<file path="config.mk">
export PLATFORM = sky130hd
export DESIGN_NAME = smg_595_rx
export DESIGN_NICKNAME = d
export VERILOG_FILES = /design/src/rtl/smg_pkg.sv /design/src/rtl/smg_sync_edge.sv /design/src/rtl/smg_595_rx.sv
export SDC_FILE = /design/constraint.sdc
export NUM_CORES = 1
export LEC_CHECK = 0
export ABC_CLOCK_PERIOD_IN_PS = 1900
export BUFFER_PORTS_ARGS = -buffer_cell sky130_fd_sc_hd__buf_2
export CAP_MARGIN = 0
export CORE_UTILIZATION = 35
export CTS_BUF_LIST = sky130_fd_sc_hd__clkbuf_8
export DETAILED_ROUTE_END_ITERATION = 8
export GPL_TIMING_DRIVEN = 0
export SYNTH_ARGS = -nofsm -noshare
export SYNTH_HDL_FRONTEND = slang
export SYNTH_SLANG_ARGS = --single-unit
</file>
<file path="constraint.sdc">
create_clock -name clk -period 1.9 [get_ports clk]
set_input_delay 0.285 -clock clk [delete_from_list [all_inputs] [get_ports clk]]
set_output_delay 0.285 -clock clk [all_outputs]
set_load 0.05 [all_outputs]
</file>
<file path="src/rtl/smg_pkg.sv">
// Shared types and constants for the 74HC595-style serial frame receiver.
// Holds the FSM state type and the active-low 7-segment pattern table.
package smg_pkg;

    typedef enum logic {
        IDLE  = 1'b0,
        SHIFT = 1'b1
    } state_t;

    // Active-low segment patterns {g,f,e,d,c,b,a} for hex digits 0..F.
    localparam logic [6:0] SEG_TABLE [16] = '{
        7'h40, 7'h79, 7'h24, 7'h30, 7'h19, 7'h12, 7'h02, 7'h78,
        7'h00, 7'h10, 7'h08, 7'h03, 7'h46, 7'h21, 7'h06, 7'h0E
    };

    // Returns {bad, hex}; an unrecognized pattern yields {1'b1, 4'hF}.
    function automatic logic [4:0] seg_decode(input logic [6:0] seg);
        logic [4:0] res;
        res = 5'h1F;
        for (int i = 0; i < 16; i++) begin
            if (seg == SEG_TABLE[i]) begin
                res = {1'b0, 4'(i)};
            end
        end
        return res;
    endfunction

endpackage

</file>
<file path="src/rtl/smg_sync_edge.sv">
// Two-flop synchronizer with a history flop and a registered rising-edge pulse.
// Level and pulse leave with equal latency so data stays aligned with its clock.
module smg_sync_edge (
    input  logic clk,
    input  logic rst_n,
    input  logic din,
    output logic level,
    output logic rise
);

    logic s1_q, s2_q, hist_q, rise_q;
    logic v1_q, v2_q, seen_low_q;

    always_ff @(posedge clk or negedge rst_n) begin
        if (!rst_n) begin
            s1_q       <= 1'b0;
            s2_q       <= 1'b0;
            hist_q     <= 1'b0;
            rise_q     <= 1'b0;
            v1_q       <= 1'b0;
            v2_q       <= 1'b0;
            seen_low_q <= 1'b0;
        end else begin
            s1_q   <= din;
            s2_q   <= s1_q;
            hist_q <= s2_q;
            v1_q   <= 1'b1;
            v2_q   <= v1_q;
            // A pin held high across reset must first be seen low before any edge counts.
            if (v2_q && !s2_q) begin
                seen_low_q <= 1'b1;
            end
            rise_q <= s2_q & ~hist_q & seen_low_q;
        end
    end

    assign level = hist_q;
    assign rise  = rise_q;

endmodule

</file>
<file path="src/rtl/smg_595_rx.sv">
// Receives frames shifted out by a 74HC595 driver and presents them in parallel.
// Define SMG_595_RX_DECODE_EN to add registered 7-segment digit decode outputs.
module smg_595_rx
    import smg_pkg::*;
#(
    parameter int unsigned FRAME_BITS = 16,
    parameter int unsigned TIMEOUT    = 1000
) (
    input  logic                  clk,
    input  logic                  rst_n,
    input  logic                  ds_data,
    input  logic                  ds_shcp,
    input  logic                  ds_stcp,
    output logic [FRAME_BITS-1:0] q,
    output logic                  frame_vld,
    output logic                  frame_err,
    output logic [7:0]            bit_cnt
`ifdef SMG_595_RX_DECODE_EN
    ,
    output logic [3:0]            digit_hex,
    output logic                  digit_bad,
    output logic [7:0]            digit_sel
`endif
);

    localparam int unsigned IDLE_W = $clog2(TIMEOUT + 1);

    logic data_level, data_rise;
    logic shcp_level, shcp_rise;
    logic stcp_level, stcp_rise;
    logic unused_sync;

    smg_sync_edge u_sync_data (
        .clk   (clk),
        .rst_n (rst_n),
        .din   (ds_data),
        .level (data_level),
        .rise  (data_rise)
    );

    smg_sync_edge u_sync_shcp (
        .clk   (clk),
        .rst_n (rst_n),
        .din   (ds_shcp),
        .level (shcp_level),
        .rise  (shcp_rise)
    );

    smg_sync_edge u_sync_stcp (
        .clk   (clk),
        .rst_n (rst_n),
        .din   (ds_stcp),
        .level (stcp_level),
        .rise  (stcp_rise)
    );

    assign unused_sync = ^{data_rise, shcp_level, stcp_level};

    state_t                state_q, state_d;
    logic [FRAME_BITS-1:0] sr_q, sr_d;
    logic [FRAME_BITS-1:0] q_q, q_d;
    logic [7:0]            cnt_q, cnt_d;
    logic [IDLE_W-1:0]     idle_q, idle_d;
    logic                  vld_q, vld_d;
    logic                  err_q, err_d;
    logic                  timeout;

    always_comb begin
        state_d = state_q;
        sr_d    = sr_q;
        q_d     = q_q;
        cnt_d   = cnt_q;
        vld_d   = 1'b0;
        err_d   = 1'b0;
        timeout = (state_q == SHIFT) && !shcp_rise && !stcp_rise &&
                  (idle_q == IDLE_W'(TIMEOUT - 1));

        case (state_q)
            IDLE:    if (shcp_rise) state_d = SHIFT;
            SHIFT:   if ((stcp_rise && !shcp_rise) || timeout) state_d = IDLE;
            default: state_d = IDLE;
        endcase

        // Latch captures the pre-shift register even when a shift lands in the same cycle.
        if (stcp_rise) begin
            q_d   = sr_q;
            vld_d = 1'b1;
            err_d = ({24'd0, cnt_q} != FRAME_BITS);
            cnt_d = 8'd0;
        end

        if (shcp_rise) begin
            sr_d  = {sr_q[FRAME_BITS-2:0], data_level};
            cnt_d = stcp_rise ? 8'd1 : ((cnt_q == 8'hFF) ? cnt_q : cnt_q + 8'd1);
        end

        if (timeout) begin
            err_d = 1'b1;
            cnt_d = 8'd0;
        end

        idle_d = (state_d == SHIFT && !shcp_rise) ? idle_q + 1'b1 : '0;
    end

    always_ff @(posedge clk or negedge rst_n) begin
        if (!rst_n) begin
            state_q <= IDLE;
            sr_q    <= '0;
            q_q     <= '0;
            cnt_q   <= 8'd0;
            idle_q  <= '0;
            vld_q   <= 1'b0;
            err_q   <= 1'b0;
        end else begin
            state_q <= state_d;
            sr_q    <= sr_d;
            q_q     <= q_d;
            cnt_q   <= cnt_d;
            idle_q  <= idle_d;
            vld_q   <= vld_d;
            err_q   <= err_d;
        end
    end

    assign q         = q_q;
    assign frame_vld = vld_q;
    assign frame_err = err_q;
    assign bit_cnt   = cnt_q;

`ifdef SMG_595_RX_DECODE_EN
    logic [3:0] hex_q;
    logic       bad_q;
    logic [7:0] sel_q;

    always_ff @(posedge clk or negedge rst_n) begin
        if (!rst_n) begin
            hex_q <= 4'd0;
            bad_q <= 1'b0;
            sel_q <= 8'd0;
        end else if (stcp_rise) begin
            {bad_q, hex_q} <= seg_decode(sr_q[6:0]);
            sel_q          <= sr_q[15:8];
        end
    end

    assign digit_hex = hex_q;
    assign digit_bad = bad_q;
    assign digit_sel = sel_q;
`endif

endmodule

</file>
# After elaboration in Yosys (flattened, before gate mapping)
# Cells that the tools add are included.
# Widths: inputs -> output; s select.
[totals]
regBits = 68
output_inout_bits = 26
wordCells = 61
[classes]
n_addsub = 2
n_eq_ne = 4
muxes = 12
bitwise = 7
reduce_logical = 14
[ops]
columns = ["cell", "count"]
rows = [
  ["$mux 8", 5],
  ["$add 10x1->10 const B", 1],
  ["$eq 10x10->1 const B", 1],
  ["$mux 10", 1],
  ["$add 8x1->8 const B", 1],
  ["$eq 8x8->1 const B", 1],
  ["$ne 8x5->1 const B", 1],
  ["$logic_and 1x1->1", 7],
  ["$mux 1", 5],
  ["$and 1x1->1", 4],
  ["$logic_not 1->1", 4],
  ["$ne 3x2->1 const B", 1],
  ["$not 1->1", 3],
  ["$reduce_bool 3->1", 1],
  ["$pmux 1 s2", 1],
  ["$reduce_and 2->1", 1],
  ["$logic_or 1x1->1", 1],
]

# Depth between registers and ports, before layout
[logic_depth]
word_depth = 9
depth_mapped = 6

# By module
# Synthesis repeated with hierarchy kept, for this count alone.
[hier_totals]
cells_unflattened = 210
area_unflattened_um2 = 2822.7
[by_module_without_submodules]
columns = ["mod", "n_inst", "cells_each", "area_per_inst_um2", "seq_area_each_um2"]
rows = [
  ["smg_595_rx", 1, 174, 2229.6, 1326.3],
  ["smg_sync_edge", 3, 12, 197.7, 175.2],
]

# Worst setup path before layout
# No wires, ideal clock.
[synth_path]
kind = "flip-flop to flip-flop"
from = "register cnt_q[0], in the netlist bit_cnt[0]"
to = "register cnt_q[1], in the netlist bit_cnt[1]"
setup_ps = 120
arrival_time_ps = 1595
required_time_ps = 1780
slack_ps = 184
stages_incl_launch_ff = 6
path_buffers = 0
path_cell_list = "dfrtp_1 > ha_1 > nand3_1 > o21ai_2 > mux2i_1 > nor2_1"
[synth_via]
elab_chain_cells = 5
elab_cells_between_ends = 8
[synth_rtl]
columns = ["element", "line", "text"]
rows = [
  ["from (decl)", "smg_595_rx.sv:62", "logic [7:0] cnt_q, cnt_d;"],
  ["from (signal assigned)", "smg_595_rx.sv:118", "cnt_q <= cnt_d;"],
  ["$add 8x1->8", "smg_595_rx.sv:94", "cnt_d = stcp_rise ? 8'd1 : ((cnt_q == 8'hFF) ? cnt_q : cnt_q + 8'd1);"],
  ["$mux 8 (2 in series)", "smg_595_rx.sv:94", ""],
  ["$mux 8", "smg_595_rx.sv:92", "if (shcp_rise) begin"],
  ["$mux 8", "smg_595_rx.sv:97", "if (timeout) begin"],
]
# Several ways; a longest one is shown, not always the timed one. The select of a mux whose other input is x is not followed.
# A chain may end at the register's enable or synchronous reset.

# Worst setup path after layout
[layout_path]
from = "register cnt_q[0], in the netlist bit_cnt[0]"
to = "register cnt_q[0], in the netlist bit_cnt[0]"
# Same word-level chain as after synthesis.

==> results.py <==
metrics = {
    "cts": {
        "ctsHoldBuffers": 0,
        "cts_resized": 0,
        "cts_made_buffers": 9,
        "insertion_delay_ns": 0.33,
        "h-tree-depth": 3,
        "cts.sinks": 68,
        "ctsRootBufferMaster": "clkbuf_8",
        "tritoncts": "built",
        "cts_setup_buffers": 0,
        "path_clk_slew_ns": 0.06,
        "cts_buffer_depth": 2,
    },
    "floorplanning": {
        "core_sq_mm": 0.007292,
        "die_h_microns": 89.30,
        "io_pins": 31,
        "row_count": 31,
        "floorplan.initialDensity_pct": 36.58,
        "die_x_microns": 89.30,
        "die_area_sq_mm": 0.007974,
    },
    "global_routing": {
        "overflow": 0,
        "grt_pass1_wl_microns": 7514,
        "grt_pass1_vias": 1550,
        "grt_antenna_before_repair": 0,
        "grt_usage_pct": 12.97,
        "grt_max_degree": 69,
    },
    "worst_setup_path": {
        "r2r_cells": 5,
        "critical_path_arrival_ns": 1.77,
        "crit_start": "bit_cnt[0]$_DFFE_PN0P_",
        "max_stage_delay_ns": 0.47,
        "r2r_slack_ns": 0.34,
        "crit_slowest_cell": "dfrtp_1",
        "worstSetupEndpointType": "flop",
        "crit_buf_inv": 0,
        "path_max_fanout": 7,
        "r2r-end": "bit_cnt[0]$_DFFE_PN0P_",
        "path_delay_family": "compound AO/OA/AOI/OAI gates",
        "worstSetupPathType": "reg2reg",
        "start_kind": "flop",
        "cp.required_ns": 2.11,
        "crit_chain": "ha_1 -> nand3_1 -> o21ai_2 -> a2bb2oi_1 -> o21ai_0",
        "r2r-start": "bit_cnt[0]$_DFFE_PN0P_",
    },
    "synth": {
        "post-synth-top-count-cell": "dfrtp_1",
        "synth_area_leaders": "dfrtp_1 64%, mux2_2 14%, xnor2_1 2.3%",
        "yosysWarnings": 0,
        "syn-num-nets": 201,
        "seq_area_frac_synth_pct": 63.79,
        "synth_edf_count": 0,
        "synthFlopType": "dfrtp_1",
        "synth-seq-cells": 68,
        "netlist_instances": 193,
        "synth_cell_types": 35,
        "synth_common_cells": "68 x dfrtp_1, 32 x mux2_2, 15 x nor2_1",
        "synth.top_cell.area_share_pct": 63.79,
        "avgSynthCellArea_sq_um": 13.82,
        "synthArstFlopShare_pct": 100.0,
        "netlist_area_sq_mm": 0.002668,
        "synth_top_area_cell": "dfrtp_1",
    },
    "sta": {
        "fin_crit_sh_pct": 81.86,
        "tightest_slew_ns": 0.8541,
        "finalSetupTns_ns": 0,
        "hold_viol_final": 0,
        "fin_skew_ns": 0.004263,
        "max_freq_mhz": 642.9,
        "slew_viol_final": 0,
        "rsz0062_at_grt": "no",
        "relSlewSlack_pct": 43.06,
        "fin_crit_ns": 1.555,
        "setup_violations": 0,
        "hold_slack_ns": 0.05087,
    },
    "placement": {
        "gp_congestion": 0.7300,
        "io_buffers": 30,
        "place_inst": 322,
        "dp_hpwl_microns": 2716,
    },
    "status": {
        "status": "complete, no violations",
    },
    "final_layout": {
        "antennaDiodeCount": 0,
        "syn_to_final_growth_pct": 17.26,
        "layout-drive-gt1-share_pct": 36.97,
        "nets": 242,
        "fin_cells": 337,
    },
    "route": {
        "drt_iter0_drc": 94,
        "postRouteAntennaNets": 0,
        "wl_per_cell_microns": 12.69,
        "dr.pass1.iters": 6,
        "drcViolationCount": 0,
        "routed_wl_microns": 4275,
        "vias_per_cell": 4.635,
        "via_count": 1562,
    },
    "power": {
        "p_per_area_mw_per_mm2": 1319,
        "ir_drop_mv": 0.5729,
        "total_power_w": 0.004126,
        "power_leakage_nw": 1.485,
    },
    "min_path": {
        "worstHoldPathType": "in2async",
    },
    "job": {
        "maxCapViolCount": 0,
    },
}
## cells in the final DEF, fill, tap and decap left out, types with 3 or more instances in the layout
cell	count
o21ai_0	5
nor2_1	15
nor3_1	4
dfrtp_1	68
inv_1	10
buf_2	33
ha_1	3
nand2_1	7
clkbuf_8	10
nand3_1	4
xor2_1	4
or3_1	3
mux2_2	32
xnor2_1	7
## cell type report
| cell class | instances | area (sq um) |
|---|---|---|
| Multi-Input combinational cell | 112 | 897.1 |
| Clock buffer | 10 | 137.6 |
| Inverter | 7 | 26.28 |
| Tap cell | 99 | 123.9 |
| Timing Repair Buffer | 30 | 152.6 |
| Buffer | 6 | 42.54 |
| Clock inverter | 5 | 46.29 |
| Fill cell | 725 | 4164 |
| Sequential cell | 68 | 1702 |
## worst register-to-register path, stage by stage, from the launching register on
cell and delay (ns):
dfrtp_1 0.47, ha_1 0.26, nand3_1 0.14, o21ai_2 0.31, a2bb2oi_1 0.17, o21ai_0 0.09
## state kept, by name, summed over array words and instances, names as in the netlist
register and flops:
u_sync_data.s2_q 1, sr_q 16, q 16, u_sync_shcp.s2_q 1
u_sync_shcp.rise 1, u_sync_data.s1_q 1, u_sync_data.level 1, u_sync_stcp.rise 1
u_sync_shcp.level 1, u_sync_stcp.s1_q 1, u_sync_stcp.s2_q 1, frame_err 1
u_sync_shcp.s1_q 1, bit_cnt 8, u_sync_stcp.level 1, idle_q 10
u_sync_stcp.v1_q 1, u_sync_shcp.seen_low_q 1, frame_vld 1, u_sync_shcp.v2_q 1
u_sync_stcp.seen_low_q 1, state_q 1
## report_power, final
| group | switching, W | internal (W) | leakage, nW | total, W |
|---|---|---|---|---|
| combinational | 0.000728 | 0.000353 | 0.517 | 0.00108 |
| clock | 0.000492 | 0.000618 | 0.106 | 0.00111 |
| sequential | 0.000186 | 0.00175 | 0.862 | 0.00194 |
## routing by layer
metal	up-vias	GRT usage [%]	wire (microns)
met5	-	0	0
met4	0	8.225	125
met3	10	3.693	152
met2	33	17.63	1785
met1	772	18.10	2211
li1	747	-	-
## metrics by stage
| step | cell area (sq um) | utilization (%) | setup slack (ns) |
|---|---|---|---|
| CTS | 3128 | 42.90 | 0.3538 |
| floorplan | 2668 | - | 0.1844 |
| global route | 3128 | 42.90 | 0.2478 |
| global placement | 2942 | 40.34 | 0.1865 |
| finish | 3128 | 42.90 | 0.3446 |
| detailed placement | 2944 | 40.37 | 0.3663 |
## worst max-delay path by stage
stage | to | slack [ns] | depth (start not counted)
finish | bit_cnt[0]$_DFFE_PN0P_ | 0.34 | 5
global route | bit_cnt[0]$_DFFE_PN0P_ | 0.25 | 5
CTS | bit_cnt[0]$_DFFE_PN0P_ | 0.35 | 5
detailed placement | bit_cnt[1]$_DFFE_PN0P_ | 0.37 | 5
global placement | u_sync_data.s1_q$_DFF_PN0_ | 0.19 | 1
floorplan | bit_cnt[1]$_DFFE_PN0P_ | 0.18 | 5
## kinds of logic (layout without fill, tap and decap cells)
logic type,after synthesis,in the layout,share of synthesized area (%)
DFF,68,68,63.79
and+or+nand+nor,48,48,10.13
muxes,34,34,14.26
AOI/OAI and AO/OA,15,15,4.081
buffers and inverters,13,58,2.580
xor gates and xnor gates,11,11,3.612
adders and majority gates,3,3,1.407
other,1,1,0.1406
No activity file was read; power rests on OpenSTA's default activity.
